==> config.mk <==
export PLATFORM = sky130hd
export DESIGN_NAME = chan_fifo_bank
export DESIGN_NICKNAME = d
export VERILOG_FILES = /design/src/rtl/chan_fifo_pkg.sv /design/src/rtl/chan_fifo.sv /design/src/rtl/chan_fifo_bank.sv
export SDC_FILE = /design/constraint.sdc
export NUM_CORES = 1
export LEC_CHECK = 0
export BUFFER_PORTS_ARGS = -buffer_cell sky130_fd_sc_hd__buf_2
export CORE_MARGIN = 3
export CORE_UTILIZATION = 50
export CTS_BUF_LIST = sky130_fd_sc_hd__clkbuf_16
export DETAILED_ROUTE_END_ITERATION = 8
export HOLD_SLACK_MARGIN = 0.08
export PLACE_DENSITY = 0.76
export SYNTH_ARGS = -nofsm -noshare
export SYNTH_HDL_FRONTEND = slang
export SYNTH_HIERARCHICAL = 1
export SYNTH_SLANG_ARGS = --single-unit
==> constraint.sdc <==
create_clock -name clk_in -period 3.85 [get_ports clk_in]
set_input_delay 0.5775 -clock clk_in [delete_from_list [all_inputs] [get_ports clk_in]]
set_output_delay 0.5775 -clock clk_in [all_outputs]
set_load 0.01 [all_outputs]
==> src/rtl/chan_fifo_pkg.sv <==
// Shared constants and elaboration helpers for the channel FIFO bank.
package chan_fifo_pkg;

    localparam int unsigned CHAN_W = 7;
    localparam int unsigned DATA_W = 8;

    function automatic int unsigned clog2(input int unsigned value);
        int unsigned result;
        result = 0;
        while ((32'd1 << result) < value) begin
            result++;
        end
        return result;
    endfunction

    // Low bit of channel k's occupancy slice in a flattened depth bus.
    function automatic int unsigned depthLo(input int unsigned k, input int unsigned depthLog2);
        return k * (depthLog2 + 1);
    endfunction

    function automatic int unsigned depthHi(input int unsigned k, input int unsigned depthLog2);
        return depthLo(k, depthLog2) + depthLog2;
    endfunction

endpackage

==> src/rtl/chan_fifo.sv <==
// Single-clock first-word-fall-through FIFO with occupancy count.
module chan_fifo
    import chan_fifo_pkg::*;
#(
    parameter int unsigned DEPTH_LOG2 = 4
) (
    input  logic                  clk_in,
    input  logic                  reset_in,
    input  logic [DATA_W-1:0]     pushData_in,
    input  logic                  pushValid_in,
    output logic                  pushReady_out,
    output logic [DATA_W-1:0]     popData_out,
    output logic                  popValid_out,
    input  logic                  popReady_in,
    output logic [DEPTH_LOG2:0]   count_out
);

    localparam int unsigned DEPTH = 2 ** DEPTH_LOG2;
    localparam int unsigned CNT_W = DEPTH_LOG2 + 1;

    logic [DATA_W-1:0]     mem [DEPTH];
    logic [DEPTH_LOG2-1:0] wrPtr;
    logic [DEPTH_LOG2-1:0] rdPtr;
    logic [CNT_W-1:0]      count;
    logic                  push;
    logic                  pop;

    // Full refuses a push even when a pop frees a slot on the same edge.
    assign pushReady_out = (count != CNT_W'(DEPTH));
    assign popValid_out  = (count != '0);
    assign popData_out   = mem[rdPtr];
    assign count_out     = count;
    assign push          = pushValid_in && pushReady_out;
    assign pop           = popValid_out && popReady_in;

    always_ff @(posedge clk_in) begin
        if (push) begin
            mem[wrPtr] <= pushData_in;
        end
    end

    always_ff @(posedge clk_in or negedge reset_in) begin
        if (!reset_in) begin
            wrPtr <= '0;
            rdPtr <= '0;
            count <= '0;
        end else begin
            if (push) begin
                wrPtr <= wrPtr + DEPTH_LOG2'(1);
            end
            if (pop) begin
                rdPtr <= rdPtr + DEPTH_LOG2'(1);
            end
            unique case ({push, pop})
                2'b10:   count <= count + CNT_W'(1);
                2'b01:   count <= count - CNT_W'(1);
                default: count <= count;
            endcase
        end
    end

endmodule

==> src/rtl/chan_fifo_bank.sv <==
// Bank of host<->app channel FIFO pairs with host address decode.
// Optional host-readable occupancy channels are enabled by defining CHAN_STATUS_EN.
module chan_fifo_bank
    import chan_fifo_pkg::*;
#(
    parameter int unsigned NUM_CHAN    = 4,
    parameter int unsigned DEPTH_LOG2  = 4,
    parameter int unsigned BASE_CHAN   = 0,
    parameter int unsigned STATUS_CHAN = 64
) (
    input  logic                                 clk_in,
    input  logic                                 reset_in,
    input  logic [CHAN_W-1:0]                    chanAddr_in,
    input  logic [DATA_W-1:0]                    h2fData_in,
    input  logic                                 h2fValid_in,
    output logic                                 h2fReady_out,
    output logic [DATA_W-1:0]                    f2hData_out,
    output logic                                 f2hValid_out,
    input  logic                                 f2hReady_in,
    output logic [DATA_W*NUM_CHAN-1:0]           wrData_out,
    output logic [NUM_CHAN-1:0]                  wrValid_out,
    input  logic [NUM_CHAN-1:0]                  wrReady_in,
    input  logic [DATA_W*NUM_CHAN-1:0]           rdData_in,
    input  logic [NUM_CHAN-1:0]                  rdValid_in,
    output logic [NUM_CHAN-1:0]                  rdReady_out,
    output logic [NUM_CHAN*(DEPTH_LOG2+1)-1:0]   wrDepth_out,
    output logic [NUM_CHAN*(DEPTH_LOG2+1)-1:0]   rdDepth_out
);

    localparam int unsigned CNT_W = DEPTH_LOG2 + 1;
    localparam int unsigned IDX_W = (NUM_CHAN > 1) ? clog2(NUM_CHAN) : 1;

    if ((BASE_CHAN + NUM_CHAN > 128) || (STATUS_CHAN + 2 * NUM_CHAN > 128)) begin : gRangeErr
        $error("chan_fifo_bank: channel range exceeds address 127");
    end
    if ((BASE_CHAN < STATUS_CHAN + 2 * NUM_CHAN) && (STATUS_CHAN < BASE_CHAN + NUM_CHAN))
    begin : gOverlapErr
        $error("chan_fifo_bank: data channels overlap status channels");
    end

    logic [NUM_CHAN-1:0][DATA_W-1:0] f2hHead;
    logic [NUM_CHAN-1:0][CNT_W-1:0]  h2fCount;
    logic [NUM_CHAN-1:0][CNT_W-1:0]  f2hCount;
    logic [NUM_CHAN-1:0]             h2fReady;
    logic [NUM_CHAN-1:0]             f2hValid;
    logic [NUM_CHAN-1:0]             h2fPush;
    logic [NUM_CHAN-1:0]             f2hPop;

    for (genvar k = 0; k < NUM_CHAN; k++) begin : gChan
        chan_fifo #(.DEPTH_LOG2(DEPTH_LOG2)) uH2f (
            .clk_in        (clk_in),
            .reset_in      (reset_in),
            .pushData_in   (h2fData_in),
            .pushValid_in  (h2fPush[k]),
            .pushReady_out (h2fReady[k]),
            .popData_out   (wrData_out[DATA_W*k +: DATA_W]),
            .popValid_out  (wrValid_out[k]),
            .popReady_in   (wrReady_in[k]),
            .count_out     (h2fCount[k])
        );
        chan_fifo #(.DEPTH_LOG2(DEPTH_LOG2)) uF2h (
            .clk_in        (clk_in),
            .reset_in      (reset_in),
            .pushData_in   (rdData_in[DATA_W*k +: DATA_W]),
            .pushValid_in  (rdValid_in[k]),
            .pushReady_out (rdReady_out[k]),
            .popData_out   (f2hHead[k]),
            .popValid_out  (f2hValid[k]),
            .popReady_in   (f2hPop[k]),
            .count_out     (f2hCount[k])
        );
        assign wrDepth_out[depthHi(k, DEPTH_LOG2):depthLo(k, DEPTH_LOG2)] = h2fCount[k];
        assign rdDepth_out[depthHi(k, DEPTH_LOG2):depthLo(k, DEPTH_LOG2)] = f2hCount[k];
    end

    int               dataOff;
    logic             dataHit;
    logic [IDX_W-1:0] dataIdx;

    always_comb begin
        dataOff = int'(chanAddr_in) - int'(BASE_CHAN);
        dataHit = (dataOff >= 0) && (dataOff < int'(NUM_CHAN));
        dataIdx = IDX_W'(dataOff);
    end

`ifdef CHAN_STATUS_EN
    int               statOff;
    logic             statHit;
    logic [IDX_W-1:0] statIdx;
    logic [DATA_W-1:0] statData;

    // Even offsets report the h2f count, odd offsets the f2h count.
    always_comb begin
        statOff  = int'(chanAddr_in) - int'(STATUS_CHAN);
        statHit  = (statOff >= 0) && (statOff < int'(2 * NUM_CHAN));
        statIdx  = IDX_W'(statOff >>> 1);
        statData = statOff[0] ? DATA_W'(f2hCount[statIdx]) : DATA_W'(h2fCount[statIdx]);
    end
`else
    logic              statHit;
    logic [DATA_W-1:0] statData;

    assign statHit  = 1'b0;
    assign statData = '0;
`endif

    // Unmapped and status addresses swallow writes and always offer read data.
    always_comb begin
        h2fReady_out = 1'b1;
        f2hValid_out = 1'b1;
        f2hData_out  = '0;
        h2fPush      = '0;
        f2hPop       = '0;
        if (dataHit) begin
            h2fReady_out     = h2fReady[dataIdx];
            h2fPush[dataIdx] = h2fValid_in;
            f2hValid_out     = f2hValid[dataIdx];
            f2hData_out      = f2hHead[dataIdx];
            f2hPop[dataIdx]  = f2hReady_in;
        end else if (statHit) begin
            f2hData_out = statData;
        end
    end

endmodule

# After elaboration in Yosys (flattened, before gate mapping)
# Memory sizes are Yosys's and may differ from the RTL's.
# Cells that the tools add are included.
dict set report op_classes {
  add_sub_neg 32
  n_lt_le_gt_ge 4
  n_eq_ne 24
  mux 37
  bitwise 2
  n_reduce_logical 34
}
# cell count
set op_table {}
lappend op_table {{5-bit one-hot mux with 2 select lines} 8}
lappend op_table {{4-bit by 1-bit adder with 4-bit output, second input constant} 16}
lappend op_table {{5-bit by 1-bit adder with 5-bit output, second input constant} 8}
lappend op_table {{5-bit inequality test, second input constant} 8}
lappend op_table {{5-bit nonzero test} 8}
lappend op_table {{5-bit by 1-bit subtractor with 5-bit output, second input constant} 8}
lappend op_table {{1-bit two-way mux} 21}
lappend op_table {{1-bit logical AND} 18}
lappend op_table {{8-bit binary-select mux with 2-bit select} 1}
lappend op_table {{2-bit by 1-bit == test with 1-bit output, second input constant} 8}
lappend op_table {{2-bit == test, second input constant} 8}
lappend op_table {{8-bit two-way mux} 2}
lappend op_table {{2-bit nonzero test} 8}
lappend op_table {{4-bit bitwise AND} 2}
lappend op_table {{4-bit two-way mux} 2}
lappend op_table {{7-bit by 1-bit greater-or-equal comparator with 1-bit output, second input constant} 1}
lappend op_table {{7-bit by 3-bit < comparator with 1-bit output, second input constant} 1}
lappend op_table {{1-bit binary-select mux with 2-bit select} 2}
lappend op_table {{2-bit by 3-bit < comparator with 1-bit output, second input constant} 1}
lappend op_table {{1-bit demux with 2-bit select} 1}
lappend op_table {{2-bit by 1-bit greater-or-equal comparator with 1-bit output, second input constant} 1}
dict set report totals {
  reg_bits 104
  ram_bits 1024
  inputBits 59
  elab_cells 165
  memories 8
}
# memory depth word_bits rd rd_clocked_by_memory_dff write_ports line_no
set memory_table {}
lappend memory_table {{gChan[0].uF2h.mem} 16 8 1 0 1 chan_fifo.sv:21} ;# logic [DATA_W-1:0] mem [DEPTH];
lappend memory_table {{gChan[0].uH2f.mem} 16 8 1 0 1 chan_fifo.sv:21}
lappend memory_table {{gChan[1].uF2h.mem} 16 8 1 0 1 chan_fifo.sv:21}
lappend memory_table {{gChan[1].uH2f.mem} 16 8 1 0 1 chan_fifo.sv:21}
lappend memory_table {{gChan[2].uF2h.mem} 16 8 1 0 1 chan_fifo.sv:21}
lappend memory_table {{gChan[2].uH2f.mem} 16 8 1 0 1 chan_fifo.sv:21}
lappend memory_table {{+2 memories} n/a n/a n/a n/a n/a n/a}

# Longest topological paths before layout
# Gate-level depths: netlist of the first run.
dict set report depth {
  depth_word 9
  mapped_depth 15
}

# Hierarchy
# The synthesis of the first run kept the hierarchy.
# module instances cells_each area_per_inst_um2 seq_area_each_um2
set by_module_without_submodules {}
lappend by_module_without_submodules {chan_fifo 8 331 5783.0 4169.0}
lappend by_module_without_submodules {chan_fifo_bank 1 40 462.9 0.0}

# Worst setup path after synthesis of the first run
# OpenSTA, ideal clock, no wires.
dict set report synth_path {
  kind {input to register}
  start {input port chanAddr_in[5]}
  end {register gChan[0].uH2f.count[4]}
  setup_time_ns 0.126
  arrival_ns 3.289
  required_time_ns 3.724
  path_slack_ns 0.435
  path_stages 14
  path_buffers 3
  cell_sequence {or4_4 buf_6 buf_8 nor4_2 and2_1 buf_4 inv_1 ha_1 ha_1 nor2b_1 o21ai_0 a21oi_1 or3b_1 xnor2_1}
}
dict set report synth_via {
  elab_chain_cells 6
}
# element line_no
set synth_rtl {}
lappend synth_rtl {{from (decl)} chan_fifo_bank.sv:13} ;# input logic [CHAN_W-1:0] chanAddr_in,
lappend synth_rtl {{7-bit by 1-bit greater-or-equal comparator with 1-bit output / 7-bit by 3-bit < comparator with 1-bit output (equally long branches)} chan_fifo_bank.sv:82} ;# dataHit = (dataOff >= 0) && (dataOff < int'(NUM_CHAN));
lappend synth_rtl {{1-bit logical AND *} chan_fifo_bank.sv:82}
lappend synth_rtl {{4-bit two-way mux *} chan_fifo_bank.sv:114} ;# if (dataHit) begin
lappend synth_rtl {{net h2fPush[0]} chan_fifo_bank.sv:46} ;# logic [NUM_CHAN-1:0] h2fPush;
lappend synth_rtl {{1-bit logical AND *} chan_fifo.sv:33} ;# assign push = pushValid_in && pushReady_out;
lappend synth_rtl {{2-bit by 1-bit == test with 1-bit output / 2-bit == test (equally long branches)} chan_fifo.sv:54} ;# unique case ({push, pop})
lappend synth_rtl {{5-bit one-hot mux with 2 select lines / 2-bit nonzero test (equally long branches)} n/a}
lappend synth_rtl {{to (signal assigned)} chan_fifo.sv:55} ;# 2'b10: count <= count + CNT_W'(1);
lappend synth_rtl {{to (signal assigned)} chan_fifo.sv:56} ;# 2'b01: count <= count - CNT_W'(1);
lappend synth_rtl {{to (signal assigned)} chan_fifo.sv:57} ;# default: count <= count;
lappend synth_rtl {{to (decl)} chan_fifo.sv:24} ;# logic [CNT_W-1:0] count;
# The timed path passes the listed nets; every way through them passes the cells marked *.
# A chain may end at the register's enable or synchronous reset.

==> results.cfg, run 1 <==
[logic_synthesis]
synth.distinct_cells = 40
netlist_area_um2 = 46700
ys_seq_elements = 1128
synth_seq_area_share_pct = 71.4
syn_area_per_cell_um2 = 17.4
postSynthCellCount = 2688
synth_nets = 2827
ys.warnings.count = 6

[timing]
finalHoldViolations = 0
max_freq_mhz = 261
setup-violations-final = 0
max_slew_margin_pct = 16.1
period_share_pct = 99.5
fin_crit_ns = 3.83
tightest_slew_ns = 1.26
finalClockSkew_ns = 0.0266
rsz0062_at_grt = yes
slew_violations = 0

[layout]
final_cell_mix = edfxtp_1 (1,024), mux2i_1 (193), buf_2 (147), nand2_1 (144), o21ai_0 (144)
fin_cells = 4282
drive_above_1_share_pct = 24.7
final_common_cell = edfxtp_1
fin_nets = 3081
area_growth_syn_to_layout_pct = 13.8
regArea_um2 = 33400
final_util_pct = 57.7
multi_input_area_um2 = 12300
finalInstanceArea_um2 = 53200
fillCellCount = 6704

[placed_design]
place.port_buffers = 148
dp_cells = 4050
postPlaceCellArea_um2 = 49000
gp_congestion = 0.853
dpl.hpwl_um = 66600

[global_route]
first_global_vias = 25648
grt_pass1_wl_um = 156000
overflow = 0
grt_util_all_layers_pct = 21.0
antenna_found_initial = 7
grt_max_degree = 85

[worst_setup_path]
crit_fanout = 6
critPathArrivalTime_ns = 3.25
cp-start-kind = flip-flop
critical_path_class = flip-flop to output pin
r2r_slack_ns = 0.67
cp-end-kind = output pin
r2r_cells = 12
r2r-end = gChan[1].uH2f/count_out[4]
cp_data_required_time_ns = 3.27
regToRegStartpoint = gChan[1].uH2f/count_out[0]

[clock_tree]
clkLatencyLatePin_ns = 0.70
htree_levels = 3
cts_buffers = 109
clockRootBuffer = clkbuf_16
path_clk_slew_ns = 0.06
cts_max_path_buffers = 3
cts_tree = built
numClockSinks = 1128

[power_and_ir_drop]
p_leak_nw = 18.3
p_sw_w = 0.0102
pwr_density_cell_nw_per_um2 = 640
p_int_w = 0.0239
pwr-share-comb_pct = 23.9
clock_power_share_pct = 30.6
peakVddDrop_mv = 0.517
p_sw_share_pct = 29.9
power_w = 0.0340
seqPwrFrac_pct = 45.6

[hold_path]
min_to = gChan[3].uH2f/rdPtr[0]
hold-path-cell-count = 3
worstHoldStart = wrReady_in[3]
hold_path_class = input pin to flip-flop

[drt]
drc_errors = 0
post_drt_via_cell_ratio = 5.90
first_pass_iters = 6
drt_wl_total_um = 104000
wl_per_cell_um = 24.2
ant_nets = 0
first_iter_violations = 3074
vias = 25245

[floorplan]
die_height_um = 312
io_pins = 149
dieArea_um2 = 97200
initial_core_util_pct = 50.7
rows = 111
die_w_um = 312
core_um2 = 92200

[outcome]
status = complete, no violations

[flow_run]
maxCapViolCount = 0
[worst max-delay path: stages, from the launching register on]
cell and delay [ns]:
dfrtp_2 0.44, buf_6 0.15, clkbuf_16 0.15, mux4_2 0.52
a22oi_1 0.24, nand2_1 0.16, mux4_2 0.47, nor3b_1 0.15
buf_4 0.17, buf_2 0.14
[through the flow]
step	setup slack (ns)	hold WS, ns	setup TNS, ns
6_report	0.0176	0.267	0
5_1_grt	-0.112	0.240	-0.325
4_1_cts	0.00146	0.230	0
3_5_place_dp	0.0526	0.467	0
3_3_place_gp	0.0751	0.465	0
2_1_floorplan	0.435	0.282	0
[routing by layer]
layer / GRT usage, % / part of all wire [%]
met3: 3.78 / 8.0
met4: 8.20 / 3.8
met5: 0 / 0.012
met1: 28.4 / 39
met2: 34.3 / 49
[flip-flops by register name (all words and copies together) (netlist names)]
register / cells
gChan.uH2f/count_out: 20
gChan.uF2h/mem: 512
gChan.uH2f/mem: 512
gChan.uH2f/wrPtr: 16
gChan.uF2h/rdPtr: 16
gChan.uF2h/wrPtr: 16
gChan.uF2h/count_out: 20
gChan.uH2f/rdPtr: 16
[cell usage after synthesis (all sizes together)]
master | count | area [um2]
ha | 72 | 901
dfrtp | 104 | 2600
mux2i | 200 | 2000
a21o | 8 | 70.1
nand4 | 8 | 50.1
or3 | 2 | 12.5
mux4 | 138 | 3110
fa | 8 | 160
mux2 | 72 | 841
a21oi | 80 | 400
nor2b | 16 | 100
xnor2 | 56 | 490
clkbuf | 38 | 143
or3b | 8 | 70.1
o21ai | 160 | 801
nor4b | 4 | 35.0
xor2 | 24 | 210
and2 | 24 | 170
buf | 113 | 941
nor4 | 12 | 146
a221oi | 64 | 561
nand2b | 26 | 163
a22oi | 64 | 480
or4 | 1 | 11.3
nor3b | 8 | 60.1
inv | 56 | 210
edfxtp | 1024 | 30700
nand3 | 16 | 80.1
nand2 | 154 | 638
nor2 | 96 | 360
nor3 | 32 | 160
[cell type report]
| class | instances | share of cell area, % |
|---|---|---|
| Antenna cell | 3 | 0.0141 |
| Sequential cell | 1128 | 62.8 |
| Timing Repair Buffer | 294 | 4.09 |
| Multi-Input combinational cell | 1353 | 23.2 |
| Inverter | 56 | 0.395 |
| Clock inverter | 94 | 1.42 |
| Tap cell | 1243 | 2.92 |
| Clock buffer | 111 | 5.22 |
[timing repair]
item                                    in CTS  in global routing
gates resized for setup                     13                 67
pin swaps                                    1                 15
buffers inserted                             5                  8
hold buffers                                 1                  0
cloned                                       5                  5
endpoints found under the setup margin       8                 15
endpoints found under the hold margin       36                  0
[power groups by stage]
stage | Combinational [W] | Sequential, W | Clock (W)
floorplan | 0.00589 | 0.0151 | 0
global placement | 0.00749 | 0.0157 | 0
detailed placement | 0.00777 | 0.0157 | 0
CTS | 0.00798 | 0.0155 | 0.0106
global route | 0.00874 | 0.0156 | 0.0111
finish | 0.00812 | 0.0155 | 0.0104
[cell families (layout without fill, tap and decap cells)]
logic type                 count (synthesis)  in the layout  share of synthesized area (%)
DFF                                     1128           1128                           71.4
muxes                                    410            410                           12.7
and+or+nand+nor                          407            407                           4.40
AOI/OAI and AO/OA                        376            376                           4.95
buffers and inverters                    207            555                           2.77
adders and majority gates                 80             80                           2.27
xor gates and xnor gates                  80             80                           1.50
other                                      0              3                              0
[worst max-delay path by stage]
| stage | slack, ns | cells past startpoint | endpoint | from |
|---|---|---|---|---|
| after floorplan | 0.44 | 14 | gChan[0].uH2f/count_out[4] | chanAddr_in[5] |
| after global placement | 0.08 | 13 | gChan[1].uH2f/count_out[4] | chanAddr_in[5] |
| after detailed placement | 0.05 | 13 | gChan[1].uH2f/count_out[4] | chanAddr_in[5] |
| after CTS | 0.001 | 10 | f2hData_out[2] | gChan[3].uF2h/rdPtr[0] |
| after global routing | -0.11 | 10 | f2hData_out[1] | gChan[3].uF2h/rdPtr[0] |
| final | 0.02 | 9 | f2hData_out[6] | gChan[2].uF2h/rdPtr[0] |
No activity file was read; power rests on OpenSTA's default activity.
==> run 2, diff against run 1 <==
- CAP_MARGIN: default -> 15
- SYNTH_HIERARCHICAL: 1 -> default
==> run 2 against run 1 <==
Clock skew rose by 0.029 ns. Critical path type unchanged. Combinational power decreased by 13%. Non-clock buffer count is 43 lower.
==> results.cfg, run 2 <==
[worst_setup_path]
cp_num_cells = 7
cp-start-kind = flip-flop
path_cells = buf_12 -> mux4_2 -> mux2i_1 -> o22ai_1 -> o21ai_0 -> nand3_1 -> buf_2
critical-path-slowest-cell = dfrtp_1
cp-end-kind = output pin
critPathMaxStageDelay_ns = 0.68
cp_data_required_time_ns = 3.27
crit_start = gChan[3].uF2h.rdPtr[1]
cp_num_buf_inv = 2
regToRegStartpoint = gChan[1].uH2f.count_out[0]
critical_path_class = flip-flop to output pin
r2r_cells = 13
crit_fanout = 16
cp_top_family = multiplexers
critPathArrivalTime_ns = 3.19

[layout]
multi_input_area_um2 = 11600
fillCellCount = 6425
finalInstanceArea_um2 = 52000
final_common_cell = edfxtp_1
area_growth_syn_to_layout_pct = 13.7
fin_nets = 2756
reg_top3 = gChan.uF2h.mem x512, gChan.uH2f.mem x512
final_cell_mix = edfxtp_1 (1,024), mux4_2 (239), buf_2 (147), nor2_1 (112), clkbuf_16 (110)
fin_cells = 3896
drive_above_1_share_pct = 27.4
regArea_um2 = 33400

[timing]
slew_violations = 0
fin_crit_ns = 3.77
max_slew_margin_pct = 23.8
rsz0062_at_grt = no
setup-violations-final = 0
period_share_pct = 97.8
tightest_slew_ns = 1.14
tns_ns = 0
finalClockSkew_ns = 0.0551
max_freq_mhz = 266
finalHoldViolations = 0

[logic_synthesis]
postSynthCellCount = 2397
synth_common_cells = edfxtp_1 (1,024), mux4_2 (239), nor2_1 (112), dfrtp_1 (104), nand2_1 (87)
synth.distinct_cells = 59
synth-main-ff-cell = edfxtp_1
syn_area_per_cell_um2 = 19.1
synth_nets = 2533
netlist_area_um2 = 45700
yosysTopAreaCellShare_pct = 67.2
ys_seq_elements = 1128
ys.warnings.count = 0
synth_enable_flop_cells = 1024
synth_seq_area_share_pct = 72.9
async_reset_ff_share_pct = 9.22
netlist_top_cells_area = edfxtp_1 (67%), mux4_2 (12%), dfrtp_1 (5.7%)
yosysTopAreaCell = edfxtp_1
synth_most_common_cell = edfxtp_1

[drt]
ant_nets = 0
wl_per_cell_um = 25.4
vias = 22932
drc_errors = 0
drt_wl_total_um = 98800
first_iter_violations = 2255
post_drt_via_cell_ratio = 5.89
first_pass_iters = 5

[clock_tree]
clkLatencyLatePin_ns = 0.71
cts_max_path_buffers = 3
cts_buffers = 110
path_clk_slew_ns = 0.06
htree_levels = 3
clockRootBuffer = clkbuf_16
cts_tree = built
numClockSinks = 1128

[placed_design]
dp_cells = 3679
place.port_buffers = 148
gp_congestion = 0.874
postPlaceCellArea_um2 = 48200
dpl.hpwl_um = 63800

[floorplan]
rows = 110
die_w_um = 308
core_um2 = 90400
initial_core_util_pct = 50.6
io_pins = 149
dieArea_um2 = 95200
die_height_um = 308

[outcome]
status = complete, no violations

[power_and_ir_drop]
pwr_density_cell_nw_per_um2 = 642
peakVddDrop_mv = 0.499
p_leak_nw = 17.6

[hold_path]
hold_path_class = input pin to flip-flop
hold-path-cell-count = 1
worstHoldStart = rdData_in[22]

[global_route]
overflow = 0
grt_util_all_layers_pct = 21.0
antenna_found_initial = 2
grt_max_degree = 83
first_global_vias = 23998
grt_pass1_wl_um = 149000

[flow_run]
maxCapViolCount = 0
[run 2: path summary, 6_finish.rpt]
| path | to | slack [ns] |
|---|---|---|
| max | f2hData_out[0] | 0.08 |
| min | gChan[2].uF2h.mem[9][6] | 0.28 |
| max reg2reg | gChan[1].uH2f.count_out[4] | 0.65 |
| min reg2reg | gChan[0].uF2h.rdPtr[3] | 0.48 |
| max in group asynchronous | gChan[2].uF2h.rdPtr[1] | 2.29 |
| min in group asynchronous | gChan[0].uH2f.rdPtr[3] | 0.54 |
[run 2: kinds of logic after synthesis]
group	share of synthesized area, %
AND/OR/NAND/NOR	3.73
multiplexers	14.8
adder cells (fa/ha/maj)	2.20
buffers and inverters	1.82
AO/OA/AOI/OAI	2.77
XOR/XNOR	1.78
flip-flops	72.9
[run 2: stage by stage]
step	setup WS, ns	total power, W	hold WS (ns)	util [%]
floorplan	0.380	0.0202	0.282	-
global placement	0.352	0.0224	0.466	53.3
detailed placement	0.294	0.0228	0.465	53.3
CTS	0.0205	0.0337	0.232	57.4
global route	0.00445	0.0348	0.251	57.5
finish	0.0839	0.0334	0.283	57.5
[run 2: report_power, final]
part           switching [W]  internal (W)  leakage, nW
registers            0.00108        0.0143         10.5
logic                0.00369       0.00340         5.29
clock network        0.00463       0.00627         1.87
total                0.00940        0.0240         17.6
[run 2: worst register-to-register path: cells and delay by family, from the launching register on]
kind                       cells  cell delay [ns]
AOI/OAI and AO/OA              2             0.17
xor gates and xnor gates       2             0.30
adders and majority gates      2             0.69
buffers and inverters          3             0.37
DFF                            1             0.44
and+or+nand+nor                4             1.11
[run 2: what timing repair did]
action	4_1_cts	5_1_grt
endpoints found under the setup margin	8	5
gates resized for setup	2	2
hold endpoints to repair	61	0
setup buffers	0	1
hold buffers	1	0
[run 2: metal layers]
layer	part of all wire (%)	wire [um]	global-route usage (%)
met1	39	38800	27.7
met2	49	48900	34.8
met3	8.2	8130	5.13
met4	3.0	3010	6.79
met5	0	0	0
[run 2: cell type report]
cell class	count	share of cell area (%)
diodes	2	0.00962
inverters	52	0.375
flip-flops and latches	1128	64.1
repair buffers	251	3.20
clock inverters	100	1.93
multi-input cells	1077	22.2
clock buffers	110	5.29
well taps	1176	2.83
